`src/rtl/qupls4_pkg.sv`:
```
// Shared opcodes and type definitions for the qupls4 decode front end.
package qupls4_pkg;

    localparam logic [6:0] OP_PUSHM = 7'h58;
    localparam logic [6:0] OP_POPM  = 7'h59;
    localparam logic [6:0] OP_STO   = 7'h4B;
    localparam logic [6:0] OP_LDO   = 7'h43;
    localparam logic [6:0] OP_ADDI  = 7'h04;

    typedef enum logic {IDLE, EXPAND} uopseq_state_t;
    typedef enum logic {MK_PUSHM, MK_POPM} macro_kind_t;

    function automatic logic is_macro_op(input logic [6:0] op);
        return (op == OP_PUSHM) || (op == OP_POPM);
    endfunction

endpackage

```
`src/rtl/qupls4_uop_gen.sv`:
```
// Combinational micro-op builder for PUSHM/POPM expansion; produces the
// micro-op word for a given expansion index.
module qupls4_uop_gen
    import qupls4_pkg::*;
#(
    parameter int INS_W      = 48,
    parameter int SP_REG     = 31,
    parameter int WORD_BYTES = 8
) (
    input  macro_kind_t      kind,
    input  logic [5:0]       rfirst,
    input  logic [3:0]       n,
    input  logic [3:0]       idx,
    output logic [INS_W-1:0] uop
);

    logic [6:0]  op;
    logic [5:0]  rd;
    logic [5:0]  sp;
    logic [15:0] stride;
    logic [15:0] off_idx;
    logic [15:0] off_n;
    logic [15:0] imm;

    always_comb begin
        sp      = 6'(SP_REG);
        stride  = 16'(WORD_BYTES);
        off_idx = stride * {12'd0, idx};
        off_n   = stride * {12'd0, n};
        op      = OP_ADDI;
        rd      = sp;
        imm     = '0;
        if (kind == MK_PUSHM) begin
            // Stack pointer drops first, then registers store upward from it.
            if (idx == 4'd0) begin
                op  = OP_ADDI;
                rd  = sp;
                imm = 16'd0 - off_n;
            end else begin
                op  = OP_STO;
                rd  = rfirst + {2'b00, idx} - 6'd1;
                imm = off_idx - stride;
            end
        end else begin
            if (idx == n) begin
                op  = OP_ADDI;
                rd  = sp;
                imm = off_n;
            end else begin
                op  = OP_LDO;
                rd  = rfirst + {2'b00, idx};
                imm = off_idx;
            end
        end
        uop        = '0;
        uop[6:0]   = op;
        uop[12:7]  = rd;
        uop[18:13] = sp;
        uop[34:19] = imm;
    end

endmodule

```
`src/rtl/qupls4_uop_sequencer.sv`:
```
// Feeds the decoder one micro-op per cycle, expanding PUSHM/POPM macros.
// Optional build macro QUPLS4_UOPSEQ_STATS_EN adds macro/uop counters.
module qupls4_uop_sequencer
    import qupls4_pkg::*;
#(
    parameter int INS_W      = 48,
    parameter int SP_REG     = 31,
    parameter int WORD_BYTES = 8
) (
    input  logic             clk,
    input  logic             rst,
    input  logic             flush,
    input  logic             in_valid,
    output logic             in_ready,
    input  logic [63:0]      in_ip,
    input  logic [INS_W-1:0] in_ins,
    output logic             out_v,
    input  logic             out_ready,
    output logic [63:0]      out_ip,
    output logic [INS_W-1:0] out_uop,
    output logic [3:0]       out_idx,
    output logic             out_last,
    output logic             out_macro
`ifdef QUPLS4_UOPSEQ_STATS_EN
    ,
    output logic [31:0]      stat_macros,
    output logic [31:0]      stat_uops
`endif
);

    uopseq_state_t    state_q, state_d;
    logic [3:0]       cnt_q, cnt_d;
    logic [3:0]       n_q, n_d;
    logic [5:0]       rfirst_q, rfirst_d;
    macro_kind_t      kind_q, kind_d;
    logic             out_v_q, out_v_d;
    logic [63:0]      out_ip_q, out_ip_d;
    logic [INS_W-1:0] out_uop_q, out_uop_d;
    logic [3:0]       out_idx_q, out_idx_d;
    logic             out_last_q, out_last_d;
    logic             out_macro_q, out_macro_d;
`ifdef QUPLS4_UOPSEQ_STATS_EN
    logic [31:0]      stat_macros_q, stat_macros_d;
    logic [31:0]      stat_uops_q, stat_uops_d;
`endif

    logic             adv;
    logic             hs;
    logic             in_is_macro;
    macro_kind_t      in_kind;
    macro_kind_t      g_kind;
    logic [5:0]       g_rfirst;
    logic [3:0]       g_n;
    logic [3:0]       g_idx;
    logic [INS_W-1:0] g_uop;

    always_ff @(posedge clk) begin
        if (rst) begin
            state_q     <= IDLE;
            cnt_q       <= '0;
            n_q         <= '0;
            rfirst_q    <= '0;
            kind_q      <= MK_PUSHM;
            out_v_q     <= 1'b0;
            out_ip_q    <= '0;
            out_uop_q   <= '0;
            out_idx_q   <= '0;
            out_last_q  <= 1'b0;
            out_macro_q <= 1'b0;
`ifdef QUPLS4_UOPSEQ_STATS_EN
            stat_macros_q <= '0;
            stat_uops_q   <= '0;
`endif
        end else begin
            state_q     <= state_d;
            cnt_q       <= cnt_d;
            n_q         <= n_d;
            rfirst_q    <= rfirst_d;
            kind_q      <= kind_d;
            out_v_q     <= out_v_d;
            out_ip_q    <= out_ip_d;
            out_uop_q   <= out_uop_d;
            out_idx_q   <= out_idx_d;
            out_last_q  <= out_last_d;
            out_macro_q <= out_macro_d;
`ifdef QUPLS4_UOPSEQ_STATS_EN
            stat_macros_q <= stat_macros_d;
            stat_uops_q   <= stat_uops_d;
`endif
        end
    end

    // In IDLE the generator sees the incoming word so uop 0 issues on acceptance.
    always_comb begin
        in_kind = (in_ins[6:0] == OP_POPM) ? MK_POPM : MK_PUSHM;
        if (state_q == IDLE) begin
            g_kind   = in_kind;
            g_rfirst = in_ins[12:7];
            g_n      = in_ins[16:13];
            g_idx    = 4'd0;
        end else begin
            g_kind   = kind_q;
            g_rfirst = rfirst_q;
            g_n      = n_q;
            g_idx    = cnt_q;
        end
    end

    qupls4_uop_gen #(
        .INS_W      (INS_W),
        .SP_REG     (SP_REG),
        .WORD_BYTES (WORD_BYTES)
    ) u_gen (
        .kind   (g_kind),
        .rfirst (g_rfirst),
        .n      (g_n),
        .idx    (g_idx),
        .uop    (g_uop)
    );

    always_comb begin
        state_d     = state_q;
        cnt_d       = cnt_q;
        n_d         = n_q;
        rfirst_d    = rfirst_q;
        kind_d      = kind_q;
        out_v_d     = out_v_q;
        out_ip_d    = out_ip_q;
        out_uop_d   = out_uop_q;
        out_idx_d   = out_idx_q;
        out_last_d  = out_last_q;
        out_macro_d = out_macro_q;
        if (flush) begin
            state_d = IDLE;
            cnt_d   = '0;
            out_v_d = 1'b0;
        end else begin
            case (state_q)
                IDLE: begin
                    if (hs) begin
                        out_v_d   = 1'b1;
                        out_ip_d  = in_ip;
                        out_idx_d = 4'd0;
                        if (in_is_macro) begin
                            kind_d      = in_kind;
                            rfirst_d    = in_ins[12:7];
                            n_d         = in_ins[16:13];
                            out_uop_d   = g_uop;
                            out_macro_d = 1'b1;
                            if (in_ins[16:13] == 4'd0) begin
                                out_last_d = 1'b1;
                            end else begin
                                out_last_d = 1'b0;
                                cnt_d      = 4'd1;
                                state_d    = EXPAND;
                            end
                        end else begin
                            out_uop_d   = in_ins;
                            out_last_d  = 1'b1;
                            out_macro_d = 1'b0;
                        end
                    end else if (adv) begin
                        out_v_d = 1'b0;
                    end
                end
                EXPAND: begin
                    if (adv) begin
                        out_v_d     = 1'b1;
                        out_uop_d   = g_uop;
                        out_idx_d   = cnt_q;
                        out_macro_d = 1'b1;
                        if (cnt_q == n_q) begin
                            out_last_d = 1'b1;
                            cnt_d      = '0;
                            state_d    = IDLE;
                        end else begin
                            out_last_d = 1'b0;
                            cnt_d      = cnt_q + 4'd1;
                        end
                    end
                end
                default: state_d = IDLE;
            endcase
        end
`ifdef QUPLS4_UOPSEQ_STATS_EN
        stat_macros_d = stat_macros_q + ((hs && in_is_macro) ? 32'd1 : 32'd0);
        stat_uops_d   = stat_uops_q + ((out_v_q && out_ready) ? 32'd1 : 32'd0);
`endif
    end

    always_comb begin
        adv         = !out_v_q || out_ready;
        in_ready    = (state_q == IDLE) && adv && !flush;
        hs          = in_valid && in_ready;
        in_is_macro = is_macro_op(in_ins[6:0]);
        out_v       = out_v_q;
        out_ip      = out_ip_q;
        out_uop     = out_uop_q;
        out_idx     = out_idx_q;
        out_last    = out_last_q;
        out_macro   = out_macro_q;
`ifdef QUPLS4_UOPSEQ_STATS_EN
        stat_macros = stat_macros_q;
        stat_uops   = stat_uops_q;
`endif
    end

endmodule

```
`config.mk`:
```
export PLATFORM = sky130hd
export DESIGN_NAME = qupls4_uop_sequencer
export DESIGN_NICKNAME = d
export VERILOG_FILES = /design/src/rtl/qupls4_pkg.sv /design/src/rtl/qupls4_uop_gen.sv /design/src/rtl/qupls4_uop_sequencer.sv
export SDC_FILE = /design/constraint.sdc
export NUM_CORES = 1
export LEC_CHECK = 0
export ABC_AREA = 1
export CAP_MARGIN = 30
export CORE_MARGIN = 4
export CORE_UTILIZATION = 40
export DETAILED_ROUTE_END_ITERATION = 10
export GPL_TIMING_DRIVEN = 0
export PLACE_DENSITY = 0.79
export SYNTH_ARGS = -nofsm -noshare
export SYNTH_HDL_FRONTEND = slang
export SYNTH_SLANG_ARGS = --single-unit
```
`constraint.sdc`:
```
create_clock -name clk -period 2.8 [get_ports clk]
set_clock_uncertainty 0.1 [all_clocks]
set_input_delay 0.56 -clock clk [delete_from_list [all_inputs] [get_ports clk]]
set_output_delay 0.56 -clock clk [all_outputs]
set_load 0.01 [all_outputs]
```
==> results.md <==
* Status: finished, final reports clean
* PwrDens at 517.0 nW/um^2
* Final period util at 93.94%
* Syn_area_per_cell at 7.389 sq um
* Worst R2R End: out_uop[12]$_SDFFE_PP0P_
* R2R cell count at 17
* Core area at 14640 sq um
* EDFF count, synth at 0
* # IOs at 237
* Routing usage on met3 at 6.667%
* Critical Path Sink: out_uop[12]$_SDFFE_PP0P_
* # port buffers at 236
* Leading register cell type out of synthesis: dfxtp_1
* Gate count after technology mapping at 816
* Synth warn at 0
* CTS clk-pin slew, worst paths at 0.06 ns
* Sink Count at 135
* Commonest cells in the netlist: nand2_1 (244), dfxtp_1 (135), a21oi_1 (133)
* Largest net degree at the start of global routing at 17
* Fmax at 380.2 MHz
* Initial antenna violation count at 0
* Gr ovfl total at 0
* Die area at 17100 sq um
* Synth top area cells: dfxtp_1 (45%), nand2_1 (15%), a21oi_1 (11%)
* Worst hold slack at 0.3603 ns
* Starting DRT DRC Count at 501
* CP most frequent cell: nand2_1
* Routed Antenna Nets at 0
* Post-Route WL at 21.14 mm
* Layout cell share with drive strength beyond 1 at 11.69%
* Slowest stage delay, CP at 0.38 ns
* Worst hold path type: reg2reg
* Register area at 2703 sq um
* CTS tree: yes
* Die Width at 130.8 um
* DR vias/cell at 5.102
* Detail Placement HPWL at 16.08 mm
* VDD IR-drop max at 0.4139 mV
* Multi-input logic area at 2930 sq um
* CP Data Required Time at 2.99 ns
* Mapped Area at 6030 sq um
* Slowest-stage cell, CP: fa_2
* Count leader, synth: nand2_1
* Arr. time, crit path at 2.82 ns
* Vias in the first global route at 5950
* Post-synthesis register bit count at 135
* Leak at 0.003774 uW
* Minimum clock period at 2.630 ns
* Crit path from: state_q$_SDFF_PP0_
* Die Ht at 130.8 um
* Reg2reg start: state_q$_SDFF_PP0_
* Met1 Track Usage GR at 29.57%
* M2 GR Usage at 38.37%
* Max H-tree Level at 4
* Diodes inserted at 0
* Gr busiest metal: met2
* Final core area utilization at 63.82%
* DRC viols at 0
* # rows at 44
* Via count at 6526
* Layout area overhead at 54.99%
* Tightest Pin Transition at 0.6527 ns
* Nets at 1209
* R2R Setup Slk at 0.17 ns
* Synth top area share at 44.82%
* Final setup fails at 0
* Synth cell types at 39
* Slew HR at 56.48%
* Initial Util at 41.17%
* Critical path cell sequence: buf_6 > buf_8 > buf_8 > nand2_4 > nand2_4 > ha_4 > fa_2 > xnor2_2 > inv_2 > nor3_4 > nand3_2 > nor2_2 > nand2_1 > nand3_1 > nand2_1 > nand2_1 > a21oi_2
* Seq/Total Area, Yosys at 44.82%
* DR pass1 iterations at 9
* Crit start category: register
* Gr usage total at 23.37%
* Final hold vios at 0
* Clock root cell: clkbuf_16
* Fill cells at 1279
* CTS buffer count at 17
* Gpl congestion at 0.9440
* Final slew viol count at 0
* First-pass GRT wire length at 31.14 mm
* Clk buf depth at 2
* Synthesized net count at 943
* WL/cell at 16.53 um
* Worst-Skew Late Latency at 0.42 ns
* Hold Buf Count CTS at 0
* Max Fanout on Critical Path at 6
* Total power at 4831 uW
* Worst setup EP type: register
* Max-Cap Viols at 0
* Crit Path Class: reg2reg
* Async SR Flop Fraction at 0%
* Leading area contributor after synthesis: dfxtp_1
worst min-delay path by stage:
stage | slack, ns | cells after the start | endpoint | from
floorplan | 0.38 | 2 | rfirst_q[0]$_SDFFE_PP0P_ | rfirst_q[0]$_SDFFE_PP0P_
global placement | 0.35 | 2 | out_uop[36]$_SDFFE_PP0P_ | out_uop[36]$_SDFFE_PP0P_
detailed placement | 0.35 | 2 | out_uop[45]$_SDFFE_PP0P_ | out_uop[45]$_SDFFE_PP0P_
CTS | 0.36 | 2 | out_uop[45]$_SDFFE_PP0P_ | out_uop[45]$_SDFFE_PP0P_
global route | 0.38 | 2 | out_uop[38]$_SDFFE_PP0P_ | out_uop[38]$_SDFFE_PP0P_
finish | 0.36 | 2 | out_uop[45]$_SDFFE_PP0P_ | out_uop[45]$_SDFFE_PP0P_
kinds of logic (layout without fill, tap and decap cells):
logic type,Yosys count,after routing,share of synthesized area [%]
flip-flops,135,135,44.82
AND/OR/NAND/NOR,364,364,26.15
adder cells (fa/ha/maj),10,10,2.200
XOR/XNOR,6,6,0.8717
buffers and inverters,98,377,7.595
AO/OA/AOI/OAI,203,203,18.37
cell usage in the layout (no fill, tap or decap), types with 5 or more instances in the layout:
cell	count
inv_2	6
dfxtp_1	135
a21oi_1	133
nor2_1	29
nand2_4	6
nand3_1	53
buf_6	5
a31oi_1	6
clkbuf_1	19
clkbuf_16	17
o21ai_1	6
buf_4	14
o21ai_0	39
buf_2	20
ha_1	8
clkinv_2	5
nand2_2	9
or2_2	10
inv_1	43
nand2_1	240
clkdlybuf4s50_1	236
o21ai_2	5
o211ai_1	6
metrics by stage:
step	cell area [sq um]	TNS, ns	std cells	setup WS (ns)
after detailed placement	8622	-1.129	1236	-0.5095
after floorplan	6030	0	816	0.08511
after global routing	9345	-0.002631	1279	-0.002631
after CTS	9215	0	1269	0.03951
after global placement	8622	-1.065	1236	-0.4831
final	9345	0	1279	0.1696
critical path, delay by kind of cell, from the launching register on:
kind                     cells  cell delay (ns)
AND/OR/NAND/NOR              9             0.82
adder cells (fa/ha/maj)      2             0.54
flip-flops                   1             0.30
buffers and inverters        4             0.47
AO/OA/AOI/OAI                1             0.05
XOR/XNOR                     1             0.21
per-layer routing:
layer,wire (um),up-vias
met5,0,-
met4,580,0
met3,1867,39
met1,8347,2998
li1,-,3217
met2,10350,272
cell type report:
type | instances | area share (%)
Multi-Input combinational cell | 583 | 31.36
Clock buffer | 21 | 5.034
Inverter | 50 | 2.062
Tap cell | 184 | 2.464
Clock inverter | 11 | 1.044
Timing Repair Buffer | 247 | 26.16
Buffer | 48 | 2.959
Sequential cell | 135 | 28.92
flip-flops by register name (all words and copies together) (netlist names):
signal     cells
kind_q         1
n_q            4
out_last       1
out_idx        4
out_v          1
out_ip        64
rfirst_q       6
out_uop       48
cnt_q          4
out_macro      1
state_q        1
power by group:
part	total (uW)	switching [uW]	internal, uW
logic	657	299	358
registers	2030	38.2	1990
clock network	2140	851	1290
total	4830	1190	3640
timing repair:
action                                  CTS  global route
buffers inserted                          1            10
endpoints found under the setup margin    3             2
resized for setup                         4            14
pin swaps                                 1             8
Note: power is estimated with default switching activity, not from simulation.
==> RTL change (same settings) <==
`n_q` no longer has a reset.
--- a/src/rtl/qupls4_uop_sequencer.sv
+++ b/src/rtl/qupls4_uop_sequencer.sv
@@ -60,3 +60,2 @@
             cnt_q       <= '0;
-            n_q         <= '0;
             rfirst_q    <= '0;
@@ -76,3 +75,2 @@
             cnt_q       <= cnt_d;
-            n_q         <= n_d;
             rfirst_q    <= rfirst_d;
@@ -90,2 +88,6 @@
         end
+    end
+
+    always_ff @(posedge clk) begin
+        n_q <= n_d;
     end
Formal check against the unedited RTL: same outputs for any inputs over 4 cycles, from zero or initial values and one cycle with rst high; that may be too few to reach the edited logic, so the function may still have changed.
==> RTL change against the unedited design <==
Via count down 5.5%. Count of clock-buffer cells in the layout up 1. Cell area down 3.5%. Sequential share of layout area up 1.5 points. Routed wire length down 4.0%. First-iteration DRC count up 5.8%. Setup slack worse by 0.053 ns. Total power up 4.8%. Sequential cell count unchanged. Global-route usage up 0.82 points. Synthesized area down 3.5%.
==> RTL change: results (changes against the unedited design) <==
{
  "status": {
    "outcome": "complete, no violations"
  },
  "place": {
    "numPortBuffers": {"value": 235, "change": "-0.42%"},
    "post-place-ws": {"value": -0.475, "unit": "ns", "change": "+0.0346 ns"}
  },
  "final_layout": {
    "stdcell_count": {"value": 1199, "change": "-6.3%"},
    "comb.multi_input.count": {"value": 528, "change": "-9.4%"},
    "signal_buffers": {"value": 277, "change": "-6.1%"},
    "final-clk-cell-share": {"value": 0.0666, "change": "+0.00583"},
    "drive_above_1_share": {"value": 0.0854, "change": "-0.0315"},
    "multi_input_area_share": {"value": 0.300, "change": "-0.0134"},
    "non_clock_inverter_count": {"value": 47, "change": "-6.0%"},
    "finish.net_count": {"value": 1132, "change": "-6.4%"}
  },
  "detailed_routing": {
    "detail_route.vias_per_cell": {"value": 5.14, "change": "+0.82%"},
    "drtPass1Iterations": {"value": 5, "change": "-4"}
  },
  "yosys": {
    "synth_top_cells_by_count": "180 x nor2_1, 131 x dfxtp_1, 87 x o21ai_0",
    "synth.lib_cells_used.distinct": {"value": 46, "change": "+18%"},
    "synth_nets": {"value": 879, "change": "-6.8%"},
    "most_area_consuming_cells_after_synthesis": "dfxtp_1 45%, nor2_1 12%, o21ai_0 7.5%",
    "yosysSeqAreaShare": {"value": 0.471, "change": "+0.0232"}
  },
  "min_path": {
    "hold-path-endpoint": "out_uop[0]"
  },
  "grt": {
    "grt_use_met3": {"value": 0.101, "change": "+0.0346"},
    "grt_use_total": {"value": 0.242, "change": "+0.00822"},
    "met2_usage": {"value": 0.410, "change": "+0.0264"}
  },
  "power_and_ir_drop": {
    "peakVddDrop": {"value": 0.000515, "unit": "V", "change": "+24%"},
    "swShare": {"value": 0.245, "change": "-0.00123"},
    "powerDensity": {"value": 561, "unit": "nW/um2", "change": "+8.6%"},
    "static-leakage-power": {"value": 3.69, "unit": "nW", "change": "-2.2%"},
    "power_frac_clock": {"value": 0.451, "change": "+0.008"},
    "seq_power_share": {"value": 0.409, "change": "-0.012"}
  },
  "critical_path": {
    "r2r.worst_path.cells": {"value": 16, "change": "-1"},
    "worst-r2r-setup-slack": {"value": 0.12, "unit": "ns", "change": "-0.05 ns"}
  }
}
RTL change: cell count changes after synthesis, moves of 13 or more:
cell / change
nand2_1: -164
nor2_1: +150
a21oi_1: -89
o21ai_0: +48
nand3_1: -39
a22oi_1: +22
buf_2: -13
RTL change: critical path, delay by kind of cell (launching register included):
kind | cells | cell delay, ns
AO/OA/AOI/OAI | 1 | 0.05
XOR/XNOR | 1 | 0.19
adder cells (fa/ha/maj) | 2 | 0.61
buffers and inverters | 3 | 0.45
flip-flops | 1 | 0.37
AND/OR/NAND/NOR | 9 | 0.76
RTL change: kinds of logic after synthesis:
kind of cell | after synthesis | share of synthesized area
and+or+nand+nor | 309 | 0.228
xor gates and xnor gates | 8 | 0.0120
DFF | 135 | 0.471
AOI/OAI and AO/OA | 202 | 0.201
buffers and inverters | 90 | 0.0671
adders and majority gates | 9 | 0.0206
RTL change: metal layers:
layer / vias up / part of all wire
met3: 32 / 0.11
met1: 2868 / 0.39
met5: - / 0
met4: 0 / 0.016
met2: 245 / 0.48
li1: 3023 / -
